File: src/rtl/mem_bus_arbiter.sv
// Two-master arbiter and single-access sequencer in front of the memory bus; all outputs registered.
// Define MEM_ARB_ROUND_ROBIN_EN for round-robin tie-break, otherwise master 0 has fixed priority.
module mem_bus_arbiter #(
    parameter int READ_LATENCY = 1
) (
    input  logic        iCLK,
    input  logic        iRST,
    input  logic        iM0Req,
    input  logic        iM0Write,
    input  logic [3:0]  iM0ByteEnable,
    input  logic [31:0] iM0Address,
    input  logic [31:0] iM0WriteData,
    input  logic        iM1Req,
    input  logic        iM1Write,
    input  logic [3:0]  iM1ByteEnable,
    input  logic [31:0] iM1Address,
    input  logic [31:0] iM1WriteData,
    output logic        oM0Ack,
    output logic [31:0] oM0ReadData,
    output logic        oM1Ack,
    output logic [31:0] oM1ReadData,
    output logic        oReadEnable,
    output logic        oWriteEnable,
    output logic [3:0]  oByteEnable,
    output logic [31:0] oAddress,
    output logic [31:0] oWriteData,
    input  logic [31:0] iReadData,
    output logic [1:0]  oGrant
);
    typedef enum logic [1:0] {IDLE, ACCESS, WAIT, DONE} state_t;

    localparam logic [2:0] WAIT_LOAD = 3'(READ_LATENCY - 1);

    state_t      state;
    logic [2:0]  waitCount;
    logic        owner;
    logic        pickM1;
    logic        selWrite;
    logic [3:0]  selByteEnable;
    logic [31:0] selAddress;
    logic [31:0] selWriteData;
    logic        accessEnd;
`ifdef MEM_ARB_ROUND_ROBIN_EN
    logic        lastGrant;
`endif

    // NOTE: every always_comb output gets a default first so no path can infer a latch.
    always_comb begin
        pickM1 = iM1Req && !iM0Req;
`ifdef MEM_ARB_ROUND_ROBIN_EN
        if (iM0Req && iM1Req) begin
            pickM1 = !lastGrant;
        end
`endif
        selWrite      = pickM1 ? iM1Write      : iM0Write;
        selByteEnable = pickM1 ? iM1ByteEnable : iM0ByteEnable;
        selAddress    = pickM1 ? iM1Address    : iM0Address;
        selWriteData  = pickM1 ? iM1WriteData  : iM0WriteData;
    end

    // A write ends after its single ACCESS cycle; a read ends when the wait counter reaches zero.
    assign accessEnd = (state == ACCESS && oWriteEnable) || (state == WAIT && waitCount == 3'd0);

    // NOTE: sequential state uses non-blocking assignments only, so the later accessEnd block wins cleanly.
    always_ff @(posedge iCLK) begin
        if (iRST) begin
            state        <= IDLE;
            waitCount    <= 3'd0;
            owner        <= 1'b0;
            oM0Ack       <= 1'b0;
            oM1Ack       <= 1'b0;
            oM0ReadData  <= 32'd0;
            oM1ReadData  <= 32'd0;
            oReadEnable  <= 1'b0;
            oWriteEnable <= 1'b0;
            oByteEnable  <= 4'd0;
            oAddress     <= 32'd0;
            oWriteData   <= 32'd0;
            oGrant       <= 2'b00;
`ifdef MEM_ARB_ROUND_ROBIN_EN
            lastGrant    <= 1'b1;
`endif
        end else begin
            case (state)
                IDLE: begin
                    if (iM0Req || iM1Req) begin
                        owner        <= pickM1;
                        oWriteEnable <= selWrite;
                        oReadEnable  <= !selWrite;
                        oByteEnable  <= selByteEnable;
                        oAddress     <= selAddress;
                        oWriteData   <= selWriteData;
                        oGrant       <= pickM1 ? 2'b10 : 2'b01;
`ifdef MEM_ARB_ROUND_ROBIN_EN
                        lastGrant    <= pickM1;
`endif
                        state        <= ACCESS;
                    end
                end
                ACCESS: begin
                    if (!oWriteEnable) begin
                        waitCount <= WAIT_LOAD;
                        state     <= WAIT;
                    end
                end
                WAIT: begin
                    if (waitCount == 3'd0) begin
                        if (owner) oM1ReadData <= iReadData;
                        else       oM0ReadData <= iReadData;
                    end else begin
                        waitCount <= waitCount - 3'd1;
                    end
                end
                DONE: begin
                    oM0Ack <= 1'b0;
                    oM1Ack <= 1'b0;
                    oGrant <= 2'b00;
                    state  <= IDLE;
                end
                default: state <= IDLE;
            endcase

            if (accessEnd) begin
                oReadEnable  <= 1'b0;
                oWriteEnable <= 1'b0;
                oByteEnable  <= 4'd0;
                oAddress     <= 32'd0;
                oWriteData   <= 32'd0;
                oM0Ack       <= !owner;
                oM1Ack       <= owner;
                state        <= DONE;
            end
        end
    end

endmodule

File: config.mk
export PLATFORM = sky130hd
export DESIGN_NAME = mem_bus_arbiter
export DESIGN_NICKNAME = d
export VERILOG_FILES = /design/src/rtl/mem_bus_arbiter.sv
export SDC_FILE = /design/constraint.sdc
export NUM_CORES = 1
export LEC_CHECK = 0
export ABC_AREA = 0
export BUFFER_PORTS_ARGS = -buffer_cell sky130_fd_sc_hd__clkbuf_2
export CAP_MARGIN = 10
export CORE_AREA = 2 2 123 125
export DETAILED_ROUTE_END_ITERATION = 8
export DIE_AREA = 0 0 125 127
export GPL_TIMING_DRIVEN = 1
export PLACE_DENSITY = 0.79
export SYNTH_ARGS = -nofsm -noshare
export SYNTH_HDL_FRONTEND = slang
export SYNTH_SLANG_ARGS = --single-unit
File: constraint.sdc
create_clock -name iCLK -period 2.8 [get_ports iCLK]
set_clock_uncertainty 0.1 [all_clocks]
set_input_delay 0.56 -clock iCLK [delete_from_list [all_inputs] [get_ports iCLK]]
set_output_delay 0.56 -clock iCLK [all_outputs]
set_load 0.1 [all_outputs]
==> results of run 1 <==
==> power by group <==
part | total, uW | switching, uW | internal [uW]
Sequential | 2410 | 132 | 2280
Clock | 2270 | 917 | 1350
Combinational | 2980 | 2390 | 586
==> worst max-delay path: cells and delay by family, from the launching register on <==
family | cells | cell delay [ns]
buf+inv | 2 | 0.40
compound gates | 1 | 0.10
flops | 1 | 0.31
fa+ha+maj | 1 | 0.22
simple gates | 2 | 0.92
==> flip-flops by register name, indices dropped and copies added (netlist names) <==
name	cells
oAddress	32
oM0ReadData	32
oGrant	2
oWriteData	32
state	2
oM0Ack	1
waitCount	3
oWriteEnable	1
owner	1
oM1ReadData	32
oByteEnable	4
oM1Ack	1
oReadEnable	1
==> metal layers <==
metal	routed length (um)	track usage, %
met1	8830	32.3
met2	9910	39.6
met3	1700	8.21
met4	620	10.5
met5	0	0
==> cell type report <==
type / count / area [um^2]
Antenna cell: 1 / 2.50
Clock buffer: 19 / 443
Clock inverter: 13 / 153
Fill cell: 1318 / 5880
Inverter: 6 / 22.5
Multi-Input combinational cell: 536 / 3070
Sequential cell: 144 / 2880
Tap cell: 184 / 230
Timing Repair Buffer: 329 / 1740
==> worst paths after layout <==
path / cells past startpoint / start / to / slack, ns
setup reg to reg: 6 / waitCount[0] / oWriteData[13] / 0.60
setup / recovery: 6 / waitCount[0] / oWriteData[13] / 0.60
hold / removal: 3 / iReadData[7] / oM1ReadData[7] / 0.28
hold reg to reg: 2 / oAddress[5] / oAddress[5] / 0.37
==> metrics by stage <==
stage	worst slack (ns)	util (%)	instances	hold slack [ns]
after floorplan	0.725	-	772	0.364
after global placement	0.726	55.1	1199	0.357
after detailed placement	0.693	55.1	1199	0.366
after CTS	0.666	59.2	1231	0.265
after global routing	0.425	59.2	1231	0.276
final	0.603	59.2	1232	0.280
==> placed cells by master (no fill, tap or decap), types with 2 or more instances in the layout <==
master	n
clkbuf_2	311
dfxtp_1	143
a21oi_1	140
o21ai_0	134
nand3_1	64
nand2_1	45
nand3b_1	45
a21o_1	45
a22oi_1	27
clkbuf_16	17
buf_4	14
inv_1	6
inv_6	4
clkinv_4	4
buf_12	4
nor2b_1	3
nand2b_1	3
clkinvlp_4	3
nor2_1	2
nor3_1	2
or3_1	2
or3b_1	2
o21bai_1	2
nand4_1	2
ha_1	2
bufinv_16	2
==> cells by family (layout without fill, tap and decap cells) <==
kind of cell    count (synthesis)  after routing  share of synthesized area (%)
simple gates                  179            179                           16.1
compound gates                354            354                           31.3
other cells                     0              1                              0
fa+ha+maj                       2              2                          0.397
buf+inv                        92            367                           6.29
flops                         144            144                           45.7
mux                             1              1                          0.159
==> impl_metrics.toml, run 1 <==
[run_status]
status = "complete, no violations"

[clock_network]
post_cts_buffers = 0
cts_hold_buf = 0
cts_tree = "done"
clock-root-buffer = "clkbuf_16"
clk_pin_slew_ns = 0.06
htreeDepth = 4
clock_latency_ns = 0.42
cts_resized = 0
clock-sinks = 144
cts_buffer_depth = 2
cts_buffers = 17

[setup_path]
cpPeakStageDelay_ns = 0.50
cp_max_fo = 53
cp.required_ns = 2.99
worstSetupStartpointType = "flip-flop"
crit_type = "reg2reg"
worst_ep_arrival_time_ns = 2.39
endpoint_kind = "flip-flop"
slowest_stage = "nand3_2"
path_cells = "inv_1 -> ha_1 -> nand4bb_2 -> nand3_2 -> buf_12 -> a21oi_1"

[final_layout]
syn_to_final_growth_pct = 35.5
final_nets = 1210
drive_gt1_share_pct = 35.1
fin_area_mm2 = 0.00854

[global_route]
grt_overflow = 0
grt_antenna_before_repair = 1
grtUsageTotal_pct = 25.3
grt_pass1_wl_um = 32400
grt_start_max_net_pins = 73
grt_pass1_vias = 6096

[die]
io_pins = 312
die_w_um = 125
row_count = 44
core_area_mm2 = 0.0144
die_y_um = 127
fp.dieArea_mm2 = 0.0159
initial_core_util_pct = 43.7

[routing]
antenna_left = 0
wl_per_cell_um = 17.1
firstDrtPassIters = 5
drc_errors = 0
vias = 6773
viasPerCell = 5.50
drt_iter0_markers = 441
routed_wl_um = 21100

[placed_design]
postPlaceCellArea_mm2 = 0.00795
dp_hpwl_um = 14700
finalWeightedCongestion = 0.847
portBuffers = 311

[sta]
fin_crit_ns = 2.20
tightest_slew_ns = 0.773
hold_viol = 0
final.period_utilization_pct = 78.5
max_freq_mhz = 455
finalSetupViolCount = 0
fin_tns_setup_ns = 0
rsz0062_at_grt = "no"
slew_viol_final = 0
slew_headroom_pct = 48.5

[synth]
synthTopCellsByArea = "dfxtp_1 (46%), a21oi_1 (11%), o21ai_0 (11%)"
avgSynthCellArea_um2 = 8.17
synth_edf_count = 0
synth_top_area_share_pct = 45.7
ys_ff_latch = 144
synth_top_cell_by_area = "dfxtp_1"
synth_common_cells = "dfxtp_1 (144), a21oi_1 (140), o21ai_0 (134)"
ys.flop_type = "dfxtp_1"
synthArstFlopShare_pct = 0
synth_fp_nets = 948
synth_most_common_cell = "dfxtp_1"
ys_types = 36
yosysSeqAreaShare_pct = 45.7
synth_area_mm2 = 0.00631
ys_warn_count = 0
syn_inst = 772

[min_path]
hp-class = "in2reg"

[pwr]
power.total_uw = 7650
powerDensity_mw_per_mm2 = 896
p_leak_uw = 0.00370
ir_drop_mv = 0.483

[run]
drv_cap = 0
(Power assumes the default switching activity.)
==> run 2, diff against run 1 <==
Settings changed: CORE_AREA 2 2 123 125 to unset, CORE_MARGIN set to 1, CORE_UTILIZATION set to 42, DIE_AREA 0 0 125 127 to unset, PLACE_DENSITY 0.79 to 0.8.
Clock period 2.8 ns to 1.8 ns, I/O delays scaled along.
==> run 2 against run 1 <==
Combinational power is 58% higher. Die area is 2.3% lower. Cell area is 1.6% higher. Sequential power is 55% higher. Non-clock buffer count is 8 higher. Routed wire length is 7.8% lower. Count of clock-buffer cells in the layout stayed put. Register-to-register slack worse by 0.48 ns. Global-route usage is 1.5 points lower. Sequential cell count stayed put. Hold slack worse by 0.19 ns. Critical path depth is 5 lower. Critical endpoint is now oGrant[0].
==> impl_metrics.toml, run 2 (synthesized netlist as in run 1, its figures left out) <==
[run_status]
status = "complete, no violations"

[sta]
max_freq_mhz = 577
finalSetupViolCount = 0
slew_viol_final = 0
holdWs_ns = 0.0873
final.period_utilization_pct = 96.2
tightest_slew_ns = 0.596
hold_viol = 0
fin_crit_ns = 1.73
slew_headroom_pct = 60.4

[final_layout]
multiInputGateArea_mm2 = 0.00307
fillCellCount = 1315
drive_gt1_share_pct = 35.9
regArea_mm2 = 0.00289
syn_to_final_growth_pct = 37.6
antenna_cells = 0
post-route-util_pct = 59.5
final_nets = 1218
layout_commonest_cell = "clkbuf_2"
mostFrequentLayoutCells = "clkbuf_2 (311), dfxtp_1 (141), a21oi_1 (140), o21ai_0 (134), nand3_1 (64)"

[min_path]
hp-class = "in2reg"

[routing]
wl_per_cell_um = 15.7
vias = 6767
antenna_left = 0
viasPerCell = 5.47
drc_errors = 0
routed_wl_um = 19400
drt_iter0_markers = 421
firstDrtPassIters = 4

[pwr]
ir_drop_mv = 0.799
powerDensity_mw_per_mm2 = 1370
p_leak_uw = 0.00376

[clock_network]
clk_pin_slew_ns = 0.06
htreeDepth = 4
clock-sinks = 144
cts_tree = "done"
clock_latency_ns = 0.41
cts_buffer_depth = 2
clock-root-buffer = "clkbuf_16"
cts_buffers = 17

[run]
drv_cap = 0

[placed_design]
finalWeightedCongestion = 0.825
portBuffers = 311
dp_hpwl_um = 13300

[global_route]
grt_pass1_wl_um = 30000
grt_overflow = 0
grt_start_max_net_pins = 73
grt_pass1_vias = 5912
grt_antenna_before_repair = 0
grtUsageTotal_pct = 23.8

[setup_path]
worstSetupStartpointType = "flip-flop"
cp_max_fo = 3
path_cells = "clkbuf_2"
endpoint_kind = "output pin"
slowest_stage = "clkbuf_2"
cpPeakStageDelay_ns = 0.50
path_buf_inv = 1
critPathTopFamily = "buffers and inverters"
crit_type = "reg2out"
cp.required_ns = 1.34
worst_ep_arrival_time_ns = 1.27

[die]
fp.dieArea_mm2 = 0.0155
core_area_mm2 = 0.0146
die_y_um = 125
initial_core_util_pct = 43.2
row_count = 44
die_w_um = 125
io_pins = 312
run 2: routing by layer:
layer | GRT usage, % | wire length [um] | up-vias
met5 | 0 | 0 | -
met4 | 8.72 | 457 | 0
met3 | 6.92 | 1350 | 32
met2 | 39.0 | 9350 | 265
met1 | 29.5 | 8260 | 3152
li1 | - | - | 3318
run 2: final cells by class:
cell class / instances / share of cell area (%)
inverter: 6 / 0.260
multi-input combinational: 536 / 35.4
sequential: 144 / 33.3
timing repair buffer: 337 / 21.8
tap: 184 / 2.65
clock buffer: 19 / 5.10
clock inverter: 12 / 1.53
run 2: through the flow:
stage / total power, uW / instance area, um^2 / TNS [ns] / setup slack, ns / instances
5_1_grt: 12400 / 8680 / -0.0140 / -0.0140 / 1238
2_1_floorplan: 7450 / 6310 / 0 / 0.110 / 772
4_1_cts: 11900 / 8640 / 0 / 0.0343 / 1235
3_5_place_dp: 8450 / 8060 / 0 / 0.000196 / 1204
6_report: 11900 / 8680 / 0 / 0.0680 / 1238
3_3_place_gp: 8420 / 8060 / 0 / 0.0675 / 1204
run 2: what timing repair did:
action,CTS,global route
setup endpoints to repair,1,64
pin swaps,0,1
setup buffers,0,2
hold buffers,0,0
gates resized for setup,1,4
cloned,0,1
run 2: worst paths after layout:
check / startpoint / end / slack (ns) / cells past startpoint
worst min-delay path: iReadData[15] / oM0ReadData[15] / 0.09 / 3
worst min register to register: oAddress[26] / oAddress[26] / 0.37 / 2
worst max register to register: waitCount[0] / oM0ReadData[2] / 0.12 / 7
worst max-delay path: oGrant[0] / oGrant[0] / 0.07 / 1
run 2: where the power goes:
part | switching, uW | internal, uW | total [uW] | leakage, uW
sequential | 193 | 3550 | 3740 | 0.00117
combinational | 3700 | 1000 | 4710 | 0.00231
clock | 1370 | 2080 | 3450 | 0.000276
run 2: worst reg2reg max path, stage by stage, from the launching register on:
cell and delay, ns:
dfxtp_1 0.31, inv_1 0.11, ha_2 0.21, nor4bb_4 0.22, buf_4 0.18, buf_8 0.22
nand3_1 0.11, a21oi_1 0.15
